## src/rtl/btn_dir_conditioner.sv

```systemverilog
// rtl/btn_dir_conditioner.sv - sync, debounce and one-hot arbitration of the four direction buttons
// Optional macro BTN_ACTIVE_LOW_EN: invert btn_raw ahead of the synchroniser for active-low buttons.
module btn_dir_conditioner #(
    parameter int DEBOUNCE_CYCLES = 1000000,
    parameter int DB_W            = 20,
    parameter int HOLD_CYCLES     = 5000000,
    parameter int HOLD_W          = 23
) (
    input  logic       clk_50mhz,
    input  logic       rst_n,
    input  logic [3:0] btn_raw,
    input  logic       gameover,
    output logic [3:0] btn,
    output logic       btn_valid
);

    typedef enum logic [1:0] {
        S_IDLE,
        S_PRESSED,
        S_HOLD
    } state_t;

    localparam logic [DB_W-1:0]   DB_MAX   = DB_W'(DEBOUNCE_CYCLES - 1);
    localparam logic [HOLD_W-1:0] HOLD_MAX = HOLD_W'(HOLD_CYCLES - 1);

    logic [3:0]        w_raw;
    logic [3:0]        r_sync1;
    logic [3:0]        r_sync2;
    logic [3:0]        r_stable;
    logic [3:0]        r_stable_d;
    logic [DB_W-1:0]   r_db_cnt [4];
    logic [3:0]        w_rise;
    logic              w_req_held;

    state_t            r_state;
    state_t            w_state_next;
    logic [3:0]        r_req;
    logic [3:0]        w_req_next;
    logic [HOLD_W-1:0] r_hold_cnt;
    logic [HOLD_W-1:0] w_hold_next;
    logic [3:0]        w_btn_next;

`ifdef BTN_ACTIVE_LOW_EN
    assign w_raw = ~btn_raw;
`else
    assign w_raw = btn_raw;
`endif

    // Fixed priority L > U > R > D when several press edges land together.
    function automatic logic [3:0] pick_one(input logic [3:0] m);
        if (m[3])      return 4'b1000;
        else if (m[2]) return 4'b0100;
        else if (m[1]) return 4'b0010;
        else if (m[0]) return 4'b0001;
        else           return 4'b0000;
    endfunction

    always_ff @(posedge clk_50mhz or negedge rst_n) begin
        if (!rst_n) begin
            r_sync1    <= '0;
            r_sync2    <= '0;
            r_stable   <= '0;
            r_stable_d <= '0;
            for (int i = 0; i < 4; i++) r_db_cnt[i] <= '0;
        end else begin
            r_sync1    <= w_raw;
            r_sync2    <= r_sync1;
            r_stable_d <= r_stable;
            for (int i = 0; i < 4; i++) begin
                if (r_sync2[i] == r_stable[i]) begin
                    r_db_cnt[i] <= '0;
                end else if (r_db_cnt[i] == DB_MAX) begin
                    r_stable[i] <= ~r_stable[i];
                    r_db_cnt[i] <= '0;
                end else begin
                    r_db_cnt[i] <= r_db_cnt[i] + DB_W'(1);
                end
            end
        end
    end

    assign w_rise     = r_stable & ~r_stable_d;
    assign w_req_held = |(r_req & r_stable);

    always_comb begin
        w_state_next = r_state;
        w_req_next   = r_req;
        w_hold_next  = r_hold_cnt;
        if (gameover) begin
            w_state_next = S_IDLE;
            w_hold_next  = '0;
        end else begin
            case (r_state)
                S_IDLE: begin
                    w_hold_next = '0;
                    if (|w_rise) begin
                        w_state_next = S_PRESSED;
                        w_req_next   = pick_one(w_rise);
                    end
                end
                S_PRESSED: begin
                    if (|(w_rise & ~r_req)) begin
                        w_req_next = pick_one(w_rise & ~r_req);
                    end else if (!w_req_held) begin
                        w_state_next = S_HOLD;
                        w_hold_next  = '0;
                    end
                end
                S_HOLD: begin
                    if (|w_rise) begin
                        w_state_next = S_PRESSED;
                        w_req_next   = pick_one(w_rise);
                        w_hold_next  = '0;
                    end else if (r_hold_cnt == HOLD_MAX) begin
                        w_state_next = S_IDLE;
                        w_hold_next  = '0;
                    end else begin
                        w_hold_next = r_hold_cnt + HOLD_W'(1);
                    end
                end
                default: begin
                    w_state_next = S_IDLE;
                    w_hold_next  = '0;
                end
            endcase
        end
        w_btn_next = (w_state_next == S_IDLE) ? 4'b0000 : w_req_next;
    end

    // Output taken straight from flops so the movement block never sees a transient multi-hot value.
    always_ff @(posedge clk_50mhz or negedge rst_n) begin
        if (!rst_n) begin
            r_state    <= S_IDLE;
            r_req      <= '0;
            r_hold_cnt <= '0;
            btn        <= '0;
            btn_valid  <= 1'b0;
        end else begin
            r_state    <= w_state_next;
            r_req      <= w_req_next;
            r_hold_cnt <= w_hold_next;
            btn        <= w_btn_next;
            btn_valid  <= |w_btn_next;
        end
    end

endmodule
```

## config.mk

```make
export PLATFORM = sky130hd
export DESIGN_NAME = btn_dir_conditioner
export DESIGN_NICKNAME = d
export VERILOG_FILES = /design/src/rtl/btn_dir_conditioner.sv
export SDC_FILE = /design/constraint.sdc
export NUM_CORES = 1
export LEC_CHECK = 0
export ABC_AREA = 1
export BUFFER_PORTS_ARGS = -buffer_cell sky130_fd_sc_hd__buf_4
export CELL_PAD_IN_SITES_DETAIL_PLACEMENT = 0
export CELL_PAD_IN_SITES_GLOBAL_PLACEMENT = 1
export CORE_MARGIN = 2
export CORE_UTILIZATION = 47
export DETAILED_ROUTE_END_ITERATION = 16
export HOLD_SLACK_MARGIN = 0.15
export PLACE_DENSITY = 0.87
export SETUP_SLACK_MARGIN = 0.5
export SLEW_MARGIN = 20
export SYNTH_ARGS = -nofsm -noshare
export SYNTH_HDL_FRONTEND = slang
export SYNTH_SLANG_ARGS = --single-unit
```

## constraint.sdc

```tcl
create_clock -name clk_50mhz -period 1.9 [get_ports clk_50mhz]
set_clock_uncertainty 0.2 [all_clocks]
set_input_delay 0.57 -clock clk_50mhz [delete_from_list [all_inputs] [get_ports clk_50mhz]]
set_output_delay 0.57 -clock clk_50mhz [all_outputs]
set_load 0.05 [all_outputs]
```

==> impl_results.md, run 1 <==
- HPWL after DPL: 11,700 um
- Vias in the first global route: 6,711
- DRT Pass-1 Iters: 6
- Final setup vio count: 0
- Final worst slack: 93.1 ps
- Cell repeated most along the worst path: buf_6
- Critical path cell sequence: ha_4 -> nand2_4 -> nor2_4 -> buf_4 -> buf_6 -> buf_6 -> buf_6 -> nand4_1 -> nand3_1 -> nor2_1
- Worst R2R End: r_db_cnt[16]$_DFF_PN0_
- Port bufs: 11
- R2R depth: 10
- Clock period minus worst slack: 1810 ps
- Clock tree buffer depth: 2
- Post-Syn Area: 0.00702 mm2
- Max incr delay on CP: 440 ps
- Outcome: finished with violations
- CTS buffer count: 17
- Inst Count DP: 1,144
- Initial DRC count: 387
- DIE AREA: 0.0159 mm2
- H-Tree Depth: 4
- Syn Inst Count: 912
- Nets: 1,128
- Post-Layout Cell Count: 1,310
- Global-route wire length before repair: 31,300 um
- Initial core utilization: 0.483
- Reg clk slew, reported paths: 50 ps
- Die width: 126 um
- Final global-route overflow total: 0
- Final Max Slew Viols: 0
- Total power: 0.00632 W
- Post-layout util: 0.747
- Worst path top cell family by delay: simple AND/OR/NAND/NOR gates
- Worst setup path class: reg -> reg
- R2r setup slk: 90 ps
- Final Cycle Share: 0.951
- Antenna diode count: 0
- R2R Path Start: r_db_cnt[1]$_DFF_PN0_
- Worst vdd ir: 661 uV
- Avg Inst Size Synth: 7.69 um2
- Power Dens Cells: 582 mW/mm2
- Slew margin rel.: 0.732
- Post-route ant nets: 0
- CTS Sinks: 130
- Root Buffer: clkbuf_16
- Initial antenna violation count: 0
- Hold_buf cts: 4
- Synth Warn #: 0
- HP Class: in -> async
- Fmax: 0.553 GHz
- Pleak: 4.84 nW
- Dpl ws: 30.9 ps
- CP Launch Type: flip-flop
- Die Y: 126 um
- #FFs+latches synth: 130
- Drt wl/cell: 14.9 um
- Gr usage total: 0.243
- RSZ-0062 raised after global routing: true
- Total Neg Setup Slack: 0 ps
- Fin Hold WS: -148 ps
- Failing checks: negative hold slack
- Vias: 6,875
- Core Area: 0.0145 mm2
- Post-synthesis sequential area ratio: 0.464
- Vias per Instance: 5.25
- Crit end category: flip-flop
- Max Cap Viol: 0
- WP buf/inv: 4
- # IOs: 12
- Worst-Skew Late Latency: 420 ps
- Worst-margin pin slew: 401 ps
- Layout cells sized above 1: 0.452
- Hold Violations, Final: 32
- CP Max Fanout: 3
- Area growth syn-to-layout: 54.7%
- Distinct cells, synth: 39
- Gpl congestion: 0.912
- WL final: 19,500 um
- CP Data Required Time: 2050 ps
- Arrival @ worst endpoint: 1960 ps
- FP Rows: 44
- CP max-delay cell: dfrtp_2
- TritonCTS clock tree: yes
- Mapped Nets: 924
- # fillers: 1,022
- DRC: 0
- Largest net degree at the start of global routing: 40
[sequential cells by signal, summed over array words and instances (netlist names), 2 cells and up]
name        count
r_db_cnt       80
r_stable        4
r_sync2         4
r_stable_d      4
btn             4
r_req           4
r_state         2
r_sync1         4
r_hold_cnt     23
[worst max path at each step]
| stage | start | end | slack [ps] | depth (start not counted) |
|---|---|---|---|---|
| global route | r_db_cnt[1]$_DFF_PN0_ | r_db_cnt[16]$_DFF_PN0_ | -6 | 10 |
| global placement | gameover | r_hold_cnt[4]$_DFFE_PN0P_ | 50 | 9 |
| floorplan | r_hold_cnt[0]$_DFFE_PN0P_ | r_hold_cnt[18]$_DFFE_PN0P_ | 230 | 8 |
| finish | r_db_cnt[1]$_DFF_PN0_ | r_db_cnt[16]$_DFF_PN0_ | 90 | 10 |
| detailed placement | gameover | r_hold_cnt[15]$_DFFE_PN0P_ | 30 | 9 |
| CTS | btn_valid$_DFF_PN0_ | btn_valid | 140 | 1 |
[per-layer routing]
| metal | wire length (um) | global-route usage | vias to the layer above | share of wire |
|---|---|---|---|---|
| li1 | - | - | 3364 | - |
| met1 | 8400 | 0.310 | 3322 | 0.43 |
| met2 | 9950 | 0.416 | 141 | 0.51 |
| met3 | 747 | 0.0523 | 48 | 0.038 |
| met4 | 433 | 0.0724 | 0 | 0.022 |
| met5 | 0 | 0 | - | 0 |
[stage by stage]
stage | hold slack [ps] | area (um2)
2_1_floorplan | 74.4 | 7350
3_3_place_gp | 133 | 7970
3_5_place_dp | 141 | 7970
4_1_cts | -136 | 9840
5_1_grt | -129 | 10900
6_report | -148 | 10900
[cell usage in the layout (no fill, tap or decap), types with 19 or more instances in the layout]
| cell type | synthesis | layout |
|---|---|---|
| buf_6 | 1 | 58 |
| dfrtp_2 | 0 | 20 |
| nor2_1 | 171 | 128 |
| inv_2 | 5 | 19 |
| nand3_1 | 71 | 36 |
| inv_1 | 109 | 85 |
| nor2_2 | 10 | 34 |
| buf_4 | 2 | 120 |
| nand2_1 | 184 | 126 |
| nor2_4 | 4 | 23 |
| nand4_1 | 33 | 33 |
| xor2_1 | 30 | 24 |
| dfrtp_1 | 130 | 110 |
| nand3_2 | 8 | 25 |
| nand2_2 | 10 | 47 |
[synthesized netlist by cell type]
| library cell | count | area [um2] |
|---|---|---|
| nand2_1 | 184 | 691 |
| nor2_1 | 171 | 642 |
| dfrtp_1 | 130 | 3250 |
| inv_1 | 109 | 409 |
| nand3_1 | 71 | 355 |
| nor3_1 | 39 | 195 |
| nand4_1 | 33 | 206 |
| a21oi_1 | 32 | 160 |
| xor2_1 | 30 | 263 |
| o21ai_0 | 13 | 65.1 |
| nand2_2 | 10 | 62.6 |
| nor2_2 | 10 | 62.6 |
| xnor2_1 | 10 | 87.6 |
| nand3_2 | 8 | 80.1 |
| a31oi_1 | 7 | 43.8 |
| nor3b_1 | 6 | 45.0 |
| ha_1 | 5 | 62.6 |
| inv_2 | 5 | 18.8 |
| nor2_4 | 4 | 45.0 |
| nor3_2 | 4 | 40.0 |
| a21o_1 | 3 | 22.5 |
| nand3b_1 | 3 | 22.5 |
| a211oi_1 | 2 | 15.0 |
| buf_4 | 2 | 15.0 |
| clkbuf_1 | 2 | 7.51 |
| clkinv_1 | 2 | 7.51 |
| nor3_4 | 2 | 32.5 |
| nor4_1 | 2 | 12.5 |
| o21a_1 | 2 | 15.0 |
| o21ai_1 | 2 | 10.0 |
| a31o_2 | 1 | 8.76 |
| and2_1 | 1 | 6.26 |
| and3_1 | 1 | 6.26 |
| buf_2 | 1 | 5.00 |
| buf_6 | 1 | 11.3 |
| clkinv_2 | 1 | 5.00 |
| mux2_2 | 1 | 11.3 |
| o21bai_1 | 1 | 7.51 |
| or2_2 | 1 | 6.26 |
[power breakdown]
group          internal [W]  total [W]  switching [W]
Clock               0.00187    0.00301        0.00114
Sequential          0.00281    0.00286      0.0000448
Combinational      0.000202   0.000450       0.000248
Total               0.00488    0.00632        0.00144
[timing repair]
action / in CTS / in global routing
pin swaps: 76 / 99
endpoints found under the setup margin: 120 / 123
gates cloned: 3 / 0
gates resized for setup: 174 / 161
buffers inserted: 80 / 50
endpoints found under the hold margin: 36 / 32
[kinds of logic after synthesis]
| logic type | Yosys count | share of synthesized area |
|---|---|---|
| adder cells (fa/ha/maj) | 5 | 0.00892 |
| flip-flops | 130 | 0.464 |
| AND/OR/NAND/NOR | 550 | 0.358 |
| buffers and inverters | 123 | 0.0683 |
| multiplexers | 1 | 0.00161 |
| AO/OA/AOI/OAI | 63 | 0.0496 |
| XOR/XNOR | 40 | 0.0499 |
[cell type report]
class / instances / area [um2] / share of cell area
Clock inverter: 6 / 57.6 / 0.00530
Clock buffer: 23 / 478 / 0.0440
Timing Repair inverter: 2 / 12.5 / 0.00115
Multi-Input combinational cell: 659 / 4570 / 0.421
Tap cell: 184 / 230 / 0.0212
Inverter: 117 / 499 / 0.0460
Sequential cell: 130 / 3280 / 0.302
Timing Repair Buffer: 189 / 1720 / 0.159
Power figures use the tool's default switching activity.
==> run 2: changes to the inputs <==
--- a/config.mk
+++ b/config.mk
@@ -9,11 +9,11 @@
 export BUFFER_PORTS_ARGS = -buffer_cell sky130_fd_sc_hd__buf_4
 export CELL_PAD_IN_SITES_DETAIL_PLACEMENT = 0
 export CELL_PAD_IN_SITES_GLOBAL_PLACEMENT = 1
-export CORE_MARGIN = 2
-export CORE_UTILIZATION = 47
+export CORE_MARGIN = 1
+export CORE_UTILIZATION = 43
 export DETAILED_ROUTE_END_ITERATION = 16
 export HOLD_SLACK_MARGIN = 0.15
-export PLACE_DENSITY = 0.87
+export PLACE_DENSITY = 0.84
 export SETUP_SLACK_MARGIN = 0.5
 export SLEW_MARGIN = 20
 export SYNTH_ARGS = -nofsm -noshare
==> constraint.sdc (replaced) <==
create_clock -name clk_50mhz -period 1.56 [get_ports clk_50mhz]
set_clock_uncertainty 0.2 [all_clocks]
set_input_delay 0.234 -clock clk_50mhz [delete_from_list [all_inputs] [get_ports clk_50mhz]]
set_output_delay 0.234 -clock clk_50mhz [all_outputs]
set_load 0.05 [all_outputs]
==> run 2 against run 1 <==
The run ends with negative hold slack, negative setup slack left. Non-clock buffer count is 86 higher. Clock-buffer cell count is 3 lower. Sequential share of layout area is 2.2 points lower. Critical path type unchanged. Largest cell class unchanged.
==> impl_results.md, run 2 (synthesis gave the netlist of run 1 again) <==
- Crit end category: flip-flop
- Core Area: 0.0159 mm2
- Vias: 7,340
- Max Cap Viol: 0
- Initial DRC count: 424
- Final worst slack: -363 ps
- Layout cells sized above 1: 0.482
- Total Neg Setup Slack: -16,970 ps
- Final Cycle Share: 1.23
- Critical Path End: r_db_cnt[38]$_DFF_PN0_
- Fmax: 0.520 GHz
- Post-route ant nets: 0
- Worst vdd ir: 696 uV
- Vias per Instance: 5.14
- Port bufs: 11
- Largest register FFs: 80
- DRC: 0
- R2R depth: 7
- FP Rows: 46
- Global-route wire length before repair: 33,900 um
- HP Class: in -> async
- Total power: 0.00807 W
- Arrival @ worst endpoint: 2080 ps
- DIE AREA: 0.0168 mm2
- Clock tree buffer depth: 2
- Non-Filler Cell Area, Final: 0.0117 mm2
- Gpl congestion: 0.875
- CP Max Fanout: 5
- Reg clk slew, reported paths: 60 ps
- Slew margin rel.: 0.748
- Antenna diode count: 0
- Hold_buf cts: 4
- CTS Sinks: 130
- Final Max Slew Viols: 0
- Largest net degree at the start of global routing: 36
- TritonCTS clock tree: yes
- R2R Path Start: r_db_cnt[20]$_DFF_PN0_
- Pleak: 5.28 nW
- Worst R2R End: r_db_cnt[38]$_DFF_PN0_
- DRT Pass-1 Iters: 5
- H-Tree Depth: 4
- R2r setup slk: -360 ps
- Worst-margin pin slew: 379 ps
- Final global-route overflow total: 0
- Worst setup path class: reg -> reg
- Commonest non-fill, non-tap cells in the layout: 192 x buf_4, 133 x nand2_1, 128 x nor2_1, 118 x dfrtp_1, 85 x inv_1
- CTS buffer count: 17
- Dpl cell area: 0.00909 mm2
- Worst-Skew Late Latency: 420 ps
- # IOs: 12
- Biggest regs: r_db_cnt x80, r_hold_cnt x23
- RSZ-0062 raised after global routing: true
- Die Y: 130 um
- Initial core utilization: 0.442
- Die width: 130 um
- Final setup vio count: 96
- Gr usage total: 0.258
- Initial antenna violation count: 0
- CP Launch Type: flip-flop
- Power Dens Cells: 691 mW/mm2
- Root Buffer: clkbuf_16
- Failing checks: negative hold slack, negative setup slack
- Commonest non-fill, non-tap cell in the layout: buf_4
- Area growth syn-to-layout: 66.3%
- Hold Violations, Final: 131
- Outcome: finished with violations
- CP Data Required Time: 1710 ps
- Drt wl/cell: 15.7 um
- Nets: 1,213
- WL final: 22,400 um
- HPWL after DPL: 12,900 um
- Largest reg by FF count: r_db_cnt
- Clock period minus worst slack: 1920 ps
- CP Launch Point: r_db_cnt[20]$_DFF_PN0_
- Vias in the first global route: 7,192
- Fin Hold WS: -488 ps
## run 2: timing repair
item | 4_1_cts | 5_1_grt
endpoints found under the setup margin | 123 | 124
pin swaps | 74 | 74
cloned | 3 | 0
endpoints found under the hold margin | 140 | 136
resized for setup | 193 | 123
setup buffers | 55 | 33
## run 2: area by class of cell
class | instances | area, um2
Multi-Input combinational cell | 659 | 4570
Inverter | 117 | 494
Tap cell | 216 | 270
Timing Repair inverter | 1 | 5.00
Sequential cell | 130 | 3270
Clock inverter | 10 | 136
Clock buffer | 20 | 447
Fill cell | 1085 | 4220
Timing Repair Buffer | 275 | 2480
## run 2: worst min-delay path by stage
stage / from / to / slack [ps] / depth (start not counted)
2_1_floorplan: rst_n / btn[0]$_DFF_PN0_ / -260 / 0
3_3_place_gp: rst_n / r_db_cnt[33]$_DFF_PN0_ / -30 / 1
3_5_place_dp: rst_n / r_db_cnt[35]$_DFF_PN0_ / -30 / 1
4_1_cts: rst_n / r_db_cnt[38]$_DFF_PN0_ / -470 / 1
5_1_grt: rst_n / r_db_cnt[31]$_DFF_PN0_ / -470 / 1
6_report: rst_n / r_db_cnt[31]$_DFF_PN0_ / -490 / 1
## run 2: stage by stage
stage                     hold slack, ps  setup WS [ps]  cells   util
final                               -488           -363   1428  0.734
after global routing                -473           -383   1428  0.734
after CTS                           -475           -204   1395  0.689
after detailed placement           -30.3           -249   1303  0.572
after global placement             -34.5           -182   1303  0.572
after floorplan                     -262           -114    912      -
## run 2: metal layers
metal / track usage / part of all wire / up-vias
met4: 0.0787 / 0.029 / 0
met3: 0.0500 / 0.041 / 62
met2: 0.450 / 0.52 / 186
li1: - / - / 3532
met5: 0 / 0 / -
met1: 0.325 / 0.41 / 3560
## run 2: critical path, cell delays in order, from the launching register on
cell and delay [ps]:
dfrtp_1 370, ha_2 200, nand4_1 200, nor2_2 260, nand3_2 120, nor2_4 180
nand3b_1 170, a21oi_2 150
## run 2: power by group
group	switching (W)	total, W	internal, W	leakage, nW
registers	0.0000512	0.00348	0.00343	1.77
logic	0.000312	0.000564	0.000251	3.23
clock network	0.00150	0.00403	0.00253	0.278
total	0.00186	0.00807	0.00620	5.28
